===== src/rtl/pc_unit.sv =====
// pc_unit: program counter with trap/exception return and a circular return-address stack.
// Ports:
//   CLK, RST (sync, active-high)
//   PC_EN      advance enable (0 = stall; TRAP still acts)
//   BR_TAKEN   redirect to BR_TARGET; with CALL also pushes PC+INC
//   RET        pop the RAS and jump to the popped address
//   TRAP       EPC <= PC, PC <= TRAP_VEC
//   ERET       PC <= EPC
//   PC, EPC    registered program counter and exception PC
//   RAS_COUNT  valid RAS entries; RAS_EMPTY / RAS_FULL decoded from it
//   RAS_MISS   one-cycle pulse when RET found the RAS empty
module pc_unit #(
    parameter int              XLEN      = 32,
    parameter logic [XLEN-1:0] RESET_VEC = '0,
    parameter logic [XLEN-1:0] TRAP_VEC  = 32'h0000_0100,
    parameter int              INC       = 4,
    parameter int              RAS_DEPTH = 4
) (
    input  logic                         CLK,
    input  logic                         RST,
    input  logic                         PC_EN,
    input  logic                         BR_TAKEN,
    input  logic [XLEN-1:0]              BR_TARGET,
    input  logic                         CALL,
    input  logic                         RET,
    input  logic                         TRAP,
    input  logic                         ERET,
    output logic [XLEN-1:0]              PC,
    output logic [XLEN-1:0]              EPC,
    output logic [$clog2(RAS_DEPTH):0]   RAS_COUNT,
    output logic                         RAS_EMPTY,
    output logic                         RAS_FULL,
    output logic                         RAS_MISS
);
    localparam int PW = $clog2(RAS_DEPTH);
    localparam int CW = PW + 1;

    logic [XLEN-1:0] pc, epc;
    logic [XLEN-1:0] ras [RAS_DEPTH];
    logic [PW-1:0]   top;
    logic [CW-1:0]   cnt;
    logic            miss;
    logic [XLEN-1:0] pc_inc;
    logic [PW-1:0]   top_up;
    logic            push;

    assign pc_inc = pc + XLEN'(INC);
    // top indexes the most recent entry; a push pre-increments, so the pointer
    // wraps onto the oldest slot when the stack is full.
    assign top_up = top + PW'(1);
    assign push   = BR_TAKEN && CALL;

    always_ff @(posedge CLK) begin
        if (RST) begin
            pc   <= RESET_VEC;
            epc  <= '0;
            top  <= '0;
            cnt  <= '0;
            miss <= 1'b0;
        end else begin
            miss <= 1'b0;
            if (TRAP) begin
                epc <= pc;
                pc  <= TRAP_VEC;
            end else if (PC_EN) begin
                if (ERET) begin
                    pc <= epc;
                end else if (RET && cnt == '0) begin
                    // underflow: fall back to the supplied target, still honour a call
                    pc   <= BR_TARGET;
                    miss <= 1'b1;
                    if (push) begin
                        top      <= top_up;
                        ras[top_up] <= pc_inc;
                        cnt      <= CW'(1);
                    end
                end else if (RET) begin
                    pc <= ras[top];
                    // pop and push in the same cycle cancel: replace the top slot in place
                    if (push) begin
                        ras[top] <= pc_inc;
                    end else begin
                        top <= top - PW'(1);
                        cnt <= cnt - CW'(1);
                    end
                end else if (BR_TAKEN) begin
                    pc <= BR_TARGET;
                    if (CALL) begin
                        top         <= top_up;
                        ras[top_up] <= pc_inc;
                        cnt         <= (cnt == CW'(RAS_DEPTH)) ? cnt : cnt + CW'(1);
                    end
                end else begin
                    pc <= pc_inc;
                end
            end
        end
    end

    assign PC        = pc;
    assign EPC       = epc;
    assign RAS_COUNT = cnt;
    assign RAS_EMPTY = (cnt == '0);
    assign RAS_FULL  = (cnt == CW'(RAS_DEPTH));
    assign RAS_MISS  = miss;
endmodule


===== config.mk =====
export PLATFORM = sky130hd
export DESIGN_NAME = pc_unit
export DESIGN_NICKNAME = d
export VERILOG_FILES = /design/src/rtl/pc_unit.sv
export SDC_FILE = /design/constraint.sdc
export NUM_CORES = 1
export LEC_CHECK = 0
export CORE_ASPECT_RATIO = 1.1
export CORE_MARGIN = 4
export CORE_UTILIZATION = 45
export CTS_CLUSTER_SIZE = 20
export DETAILED_ROUTE_END_ITERATION = 16
export GPL_TIMING_DRIVEN = 0
export HOLD_SLACK_MARGIN = 0.1
export PLACE_DENSITY = 0.76
export SLEW_MARGIN = 20
export SYNTH_ARGS = -nofsm -noshare
export SYNTH_HDL_FRONTEND = slang
export SYNTH_SLANG_ARGS = --single-unit
export TNS_END_PERCENT = 20

===== constraint.sdc =====
create_clock -name CLK -period 7.3 [get_ports CLK]
set_input_delay 0.73 -clock CLK [delete_from_list [all_inputs] [get_ports CLK]]
set_output_delay 0.73 -clock CLK [all_outputs]
set_load 0.05 [all_outputs]

Yosys cells after proc, flatten, opt, wreduce, memory -nomap -nowiden
Memories as Yosys holds them, arrays and structs flattened. A register that Yosys moved wholly into a read port is not among the register bits.
Index checks and enable logic that the tools add are counted.
- add/subtract/negate cells: 5
- equal/unequal tests: 4
- mux-type cells: 49
- bitwise operators: 4
- reductions and logical operators: 11
- operator list (kind ; number):
    $mux 32 ; 6
    $add 32x3->32 const B ; 1
    $reduce_or 32->1 ; 1
    $mux 1 ; 25
    $mux 3 ; 7
    $mux 2 ; 9
    $mux 9 ; 2
    $reduce_and 8->1 ; 1
    $reduce_and 7->1 ; 1
    $ne 3x2->1 const B ; 2
    $reduce_bool 3->1 ; 2
    $reduce_or 4->1 ; 1
    $add 3x1->3 const B ; 1
    $eq 3x3->1 const B ; 1
    $logic_not 3->1 ; 1
    $not 1->1 ; 3
    $sub 3x1->3 const B ; 1
    $add 2x1->2 const B ; 1
    $logic_and 1x1->1 ; 2
    $ne 2x2->1 const B ; 1
    $reduce_bool 2->1 ; 1
    $reduce_or 2->1 ; 1
    $sub 2x1->2 const B ; 1
    $or 1x1->1 ; 1
- flip-flop bits (word level): 70
- bits in writable memories: 128
- input bits: 40
- output and inout port bits: 70
- logic and storage cells: 80
- memories kept: 1
- memories (memory ; words ; bits a word ; rd ports ; clocked after Yosys merged registers in ; write ports ; line ; source):
    ras ; 4 ; 32 ; 1 ; 1 ; 1 ; 39 ; logic [XLEN-1:0] ras [RAS_DEPTH];

Logic depth before layout (Yosys ltp)
Gate-level depths: netlist of run 1.
- depth after elaboration: 11
- gate-level depth with buffers: 7
- gate-level depth less buffers: 6

Least setup slack after synthesis of run 1
OpenSTA, ideal clock, no wires.
- path kind: input port to flip-flop
- start: input TRAP
- end: memory ras[3][0] (enable)
- library setup time: 0.502 ns
- arrival time: 4.698 ns
- required time: 6.798 ns
- setup slack: 2.100 ns
- stages on the path: 5
- buffers on the path: 1
- cell sequence: or2_2 > clkbuf_1 > nor2_1 > nand3_1 > nor4_1
- cells in the longest elaborated chain, start to end: 5
- elaborated cells between the ends (all ways): 13
- classes of those cells: mux (11); bitwise (1); reduce/logical (1)
- RTL lines (element ; line ; source):
    from (decl) ; 26 ; input logic TRAP,
    $mux 1 ; 62 ; if (TRAP) begin
    $mux 1 ; 54 ; if (RST) begin
    $mux 1, on equally long branches ; 81, 74, 90 ;
    $reduce_or 32->1 (no line) / $or 1x1->1 (equally long branches) ; n/a ;
    $mux 2 (no line) / $mux 1 (equally long branches) ; n/a ;
    to (decl) ; 39 ;
Several ways; a longest one is shown, not always the timed one.

Worst setup path in the final report of run 1
- start: register cnt[2] (netlist: RAS_COUNT[2])
- end: output RAS_EMPTY
- cells in the longest elaborated chain, start to end: 1
- RTL lines (element ; line ; source):
    from (decl) ; 41 ; logic [CW-1:0] cnt;
    from (signal assigned) ; 84 ; cnt <= cnt - CW'(1);
    from (signal assigned) ; 91 ; cnt <= (cnt == CW'(RAS_DEPTH)) ? cnt : cnt + CW'(1);
    $logic_not 3->1 ; 103 ; assign RAS_EMPTY = (cnt == '0);
    to (decl) ; 31 ; output logic RAS_EMPTY,
Every way passes these cells.

==> qor.csv, run 1 <==
metric,value,unit
cts-root-buf,clkbuf_16,
synthCells,774,
synth_top_area_share,41.87,%
critPathRequiredTime,6.57,ns
place_congestion,0.9769,
fmax,256.9,MHz
status,"complete, no violations",
drv_slew,0,
num_rows,54,
ant_nets,0,
mostFrequentLayoutCell,edfxtp_1,
crit_fanout,10,
initial_core_util,46.06,%
final_cell_mix,"edfxtp_1 (128), clkdlybuf4s50_1 (108), nand2_1 (82)",
slew_headroom,29.35,%
area.sequential,5285,µm²
drt_iter0_drc,1094,
n_antenna_cell,0,
grt_pass1_wl,42020,µm
syn_area,9180,µm²
p_leak,0.003857,µW
period_share,53.32,%
drive_above_1_share,11.53,%
antenna_found_initial,0,
drt_wl_total,28550,µm
placed_area,10730,µm²
p_per_area,209.5,nW/µm²
worst_pin_slew,1.060,ns
nets,957,
hpwlAfterDp,20610,µm
htreeDepth,4,
vias,7458,
grt.total_usage,25.09,%
via_per_inst,6.320,
gr-total-overflow,0,
synth-main-ff-cell,edfxtp_1,
r2r_start,RAS_COUNT[0],
fp.dieArea,22750,µm²
setup.worst_path.start,RAS_COUNT[2],
grt_max_degree,19,
crit_path_end_kind,output port,
numCtsBuffers,17,
setup_viol,0,
syn2layout_area_growth,23.17,%
final_hold_viol_count,0,
drt_pass1_iterations,6,
worstSetupStartpointType,flip-flop,
fillers,1628,
rsz0062_at_grt,false,
syn_area_per_cell,11.86,µm²
ys_ff_latch,200,
hold_depth,2,
synth_top_area_cell,edfxtp_1,
fin_skew,0.007007,ns
async_flop_share,0,%
ios,110,
finish.utilization,56.73,%
worstHoldPathType,reg -> reg,
die_w,144.2,µm
wl_per_cell,24.19,µm
drc,0,
cts_tree,yes,
cts_setup_buffers,0,
ys_types,59,
r2r_slack,4.56,ns
cts_sinks,200,
clock_latency,0.44,ns
ff2ff_path_depth,7,
core-area,19930,µm²
die_y,157.8,µm
multi_input_area,3655,µm²
ys_seq_area_share,57.57,%
fin_area,11310,µm²
ir_drop,0.1641,mV
post-route-min-period,3.893,ns
synth_edf_count,128,
arrival,3.16,ns
clkSlewWorstSetupHoldPaths,0.07,ns
cts_resized,0,
maxCapViolCount,0,
synth_nets,816,
postCtsHoldBufs,0,
worstHoldStart,EPC[6],
setup.worst_path.class,reg -> out,
yosysWarnings,0,
grt_pass1_vias,7043,
clockBufferDepth,2,
ys_top_cells_by_area,"edfxtp_1 (42%), dfxtp_1 (16%), mux4_2 (7.9%), mux2i_1 (5.0%), nand2_1 (3.4%)",
port_buffers,108,
-- cell usage after synthesis (4+ instances only) --
cell	count
edfxtp_1	128
nand2_1	82
nor2_1	78
dfxtp_1	72
mux2i_1	46
clkbuf_1	37
a21oi_1	35
mux4_2	32
o21ai_0	30
nand3_1	21
nand4_1	15
xor2_1	14
nor3_1	13
xnor2_1	13
o221ai_1	11
a31oi_1	10
inv_1	10
buf_1	9
o211ai_1	8
nor4_1	7
or2_2	7
a221oi_1	6
and3_1	6
o31ai_1	6
buf_2	5
nand2b_1	5
o311ai_0	5
or3_1	5
a221o_1	4
and4_1	4
mux2_2	4
-- area by class of cell --
cell class,instances,share of cell area [%]
plain buffers,55,2.025
repair buffers,122,10.62
flip-flops and latches,200,46.74
clock buffers,18,3.884
well taps,252,2.789
multi-input cells,507,32.32
inverters,12,0.3984
clock inverters,14,1.217
-- path summary, 6_finish.rpt --
path | endpoint
worst min register to register | PC[6]
worst max register to register | PC[17]
worst min-delay path | PC[6]
worst max-delay path | RAS_EMPTY
-- layer usage --
metal	wire, µm	vias up	global-route usage, %
li1	-	3204	-
met1	10570	3622	32.86
met2	13280	515	39.82
met3	3180	117	4.773
met4	1512	0	13.11
met5	0	-	0
-- where the power goes --
| part | total [µW] | internal (µW) | switching [µW] |
|---|---|---|---|
| clock network | 924 | 488 | 436 |
| logic | 220 | 77.5 | 143 |
| registers | 1220 | 1210 | 16.8 |
-- through the flow --
stage | total power (µW) | hold slack [ns] | instances | TNS, ns | setup slack, ns
after global routing | 2436 | 0.5441 | 1180 | 0 | 3.382
after floorplan | 1370 | 0.5041 | 774 | 0 | 2.100
after CTS | 2365 | 0.5154 | 1180 | 0 | 3.501
final | 2369 | 0.5170 | 1180 | 0 | 3.407
after detailed placement | 1463 | 0.5020 | 1148 | 0 | 3.065
after global placement | 1460 | 0.4998 | 1134 | -89.07 | -1.594
-- kinds of logic after synthesis --
| group | Yosys count | share of synthesized area (%) |
|---|---|---|
| buf+inv | 67 | 2.985 |
| xor+xnor | 27 | 2.576 |
| mux | 82 | 13.36 |
| simple gates | 256 | 12.87 |
| fa+ha+maj | 2 | 0.3544 |
| flops | 200 | 57.57 |
| compound gates | 140 | 10.29 |
-- flip-flops by register name, indices dropped and copies added, names as in the netlist, named ones only --
signal,count
EPC,32
RAS_MISS,1
ras,128
PC,30
RAS_COUNT,3
top,2
-- worst max-delay path, cell delays in order, from the launching register on --
cell and delay, ns:
dfxtp_1 0.39, or3_2 0.51, inv_1 0.21, clkbuf_1 0.65
clkdlybuf4s50_1 0.95
No activity file was read; power rests on OpenSTA's default activity.
==> run 2, diff against run 1 <==
--- a/config.mk
+++ b/config.mk
@@ -12,7 +12,7 @@
 export DETAILED_ROUTE_END_ITERATION = 16
 export GPL_TIMING_DRIVEN = 0
 export HOLD_SLACK_MARGIN = 0.1
-export PLACE_DENSITY = 0.76
+export PLACE_DENSITY = 0.78
 export SLEW_MARGIN = 20
 export SYNTH_ARGS = -nofsm -noshare
 export SYNTH_HDL_FRONTEND = slang
==> constraint.sdc (replaced) <==
create_clock -name CLK -period 3.4 [get_ports CLK]
set_input_delay 0.34 -clock CLK [delete_from_list [all_inputs] [get_ports CLK]]
set_output_delay 0.34 -clock CLK [all_outputs]
set_load 0.05 [all_outputs]
==> qor.csv, run 2 (synthesis results as in run 1) <==
metric,value,unit
status,"complete, no violations",
ant_nets,0,
drt_iter0_drc,1034,
worstHoldStart,EPC[6],
gr-total-overflow,0,
final_cell_mix,"edfxtp_1 (128), clkdlybuf4s50_1 (108), nand2_1 (82)",
hpwlAfterDp,20760,µm
arrival,3.39,ns
vias,7495,
cts-root-buf,clkbuf_16,
initial_core_util,46.06,%
htreeDepth,4,
p_per_area,458.3,nW/µm²
worstSetupStartpointType,input port,
rsz0062_at_grt,false,
reg2reg_to,PC[11],
ios,110,
num_rows,54,
maxCapViolCount,0,
placed_area,10730,µm²
fmax,307.1,MHz
clock_latency,0.44,ns
r2r_start,RAS_COUNT[0],
postCtsHoldBufs,0,
fin_cells,1176,
setup.worst_path.start,RST,
cpPeakStageDelay,0.74,ns
drv_slew,0,
fin_area,11370,µm²
nets,953,
grt_max_degree,21,
setup.worst_path.class,in -> reg,
antenna_found_initial,0,
grt_pass1_vias,7266,
crit_buf_inv,4,
crit_path_end_kind,flip-flop,
place_congestion,0.9784,
met1_usage,34.07,%
hold_depth,2,
drt_wl_total,29200,µm
seqPwrFrac,50.4,%
numCtsBuffers,17,
clock_power_share,40.4,%
top_regs,"ras x128, EPC x32, PC x30",
power.internal,3967,µW
worstHoldPathType,reg -> reg,
die_y,157.8,µm
hold_path_end,PC[6],
drive_above_1_share,11.04,%
grt_util_met2,40.38,%
port_buffers,108,
drt_pass1_iterations,6,
clkSlewWorstSetupHoldPaths,0.07,ns
p_leak,0.003876,µW
setup_viol,0,
cts_sinks,200,
via_per_inst,6.373,
worst_pin_slew,0.9400,ns
fin_skew,0.009986,ns
largest-register,ras,
clockBufferDepth,2,
holdWs,0.5274,ns
syn2layout_area_growth,23.88,%
ff2ff_path_depth,6,
die_w,144.2,µm
power_frac_comb,9.2,%
timing.setup.tns,0,ns
largest_register_ffs,128,
met3_usage,4.773,%
grt.total_usage,25.52,%
critPathRequiredTime,3.53,ns
grt-busiest-layer,met2,
p_sw_share,23.89,%
path_cells,clkdlybuf4s50_1 > or2_2 > clkbuf_1 > nor2_1 > nand3_1 > nor4_4 > buf_8 > buf_4,
critPathSlowestCell,nor4_4,
cts_resized,0,
n_antenna_cell,0,
period_share,95.79,%
wl_per_cell,24.83,µm
grt_pass1_wl,42700,µm
p_sw,1245,µW
final_hold_viol_count,0,
critPathTopFamily,simple AND/OR/NAND/NOR gates,
core-area,19930,µm²
slew_headroom,37.33,%
fp.dieArea,22750,µm²
mostFrequentLayoutCell,edfxtp_1,
cts_tree,yes,
worst-path-stages,8,
r2r_slack,0.54,ns
ir_drop,0.3845,mV
crit_fanout,10,
drc,0,
post-route-min-period,3.257,ns
placed_cells,1143,
[run 2: timing repair]
item,4_1_cts,5_1_grt
endpoints found under the setup margin,12,11
buffers inserted,0,2
pin swaps,1,1
[run 2: how the worst max path moves through the flow]
stage,endpoint
global route,ras[1][15]
detailed placement,ras[3][9]
global placement,ras[1][5]
finish,ras[1][15]
CTS,ras[3][19]
floorplan,ras[3][0]
[run 2: area by class of cell]
class | instances | area, µm²
Sequential cell | 200 | 5285
Clock buffer | 26 | 586.8
Tap cell | 252 | 315.3
Buffer | 54 | 225.2
Fill cell | 1626 | 8559
Inverter | 12 | 45.04
Multi-Input combinational cell | 507 | 3672
Timing Repair Buffer | 119 | 1201
Clock inverter | 6 | 41.29
[run 2: power groups by stage]
stage / clock network [µW] / logic, µW / registers [µW]
6_report: 2110 / 477 / 2630
5_1_grt: 2200 / 500 / 2630
4_1_cts: 2110 / 466 / 2630
3_5_place_dp: 0 / 462 / 2680
3_3_place_gp: 0 / 454 / 2680
2_1_floorplan: 0 / 201 / 2740
[run 2: worst reg2reg max path: cells and delay by family (launching register included)]
kind	cells	cell delay (ns)
simple gates	1	0.21
flops	1	0.53
compound gates	2	0.29
buf+inv	2	1.43
mux	1	0.29
[run 2: stage by stage]
step	setup slack [ns]	utilization, %	total power [µW]
after floorplan	-0.08960	-	2941
after global placement	-2.492	53.13	3136
after detailed placement	-0.4684	53.85	3144
after CTS	0.06290	56.98	5202
after global routing	0.03739	57.06	5329
final	0.1433	57.06	5212
[run 2: routing by layer]
layer	share of wire [%]	wire length, µm	vias to the layer above
met5	0	0	-
li1	-	-	3196
met2	46	13580	538
met4	5.0	1460	0
met3	9.8	2854	116
met1	39	11310	3645
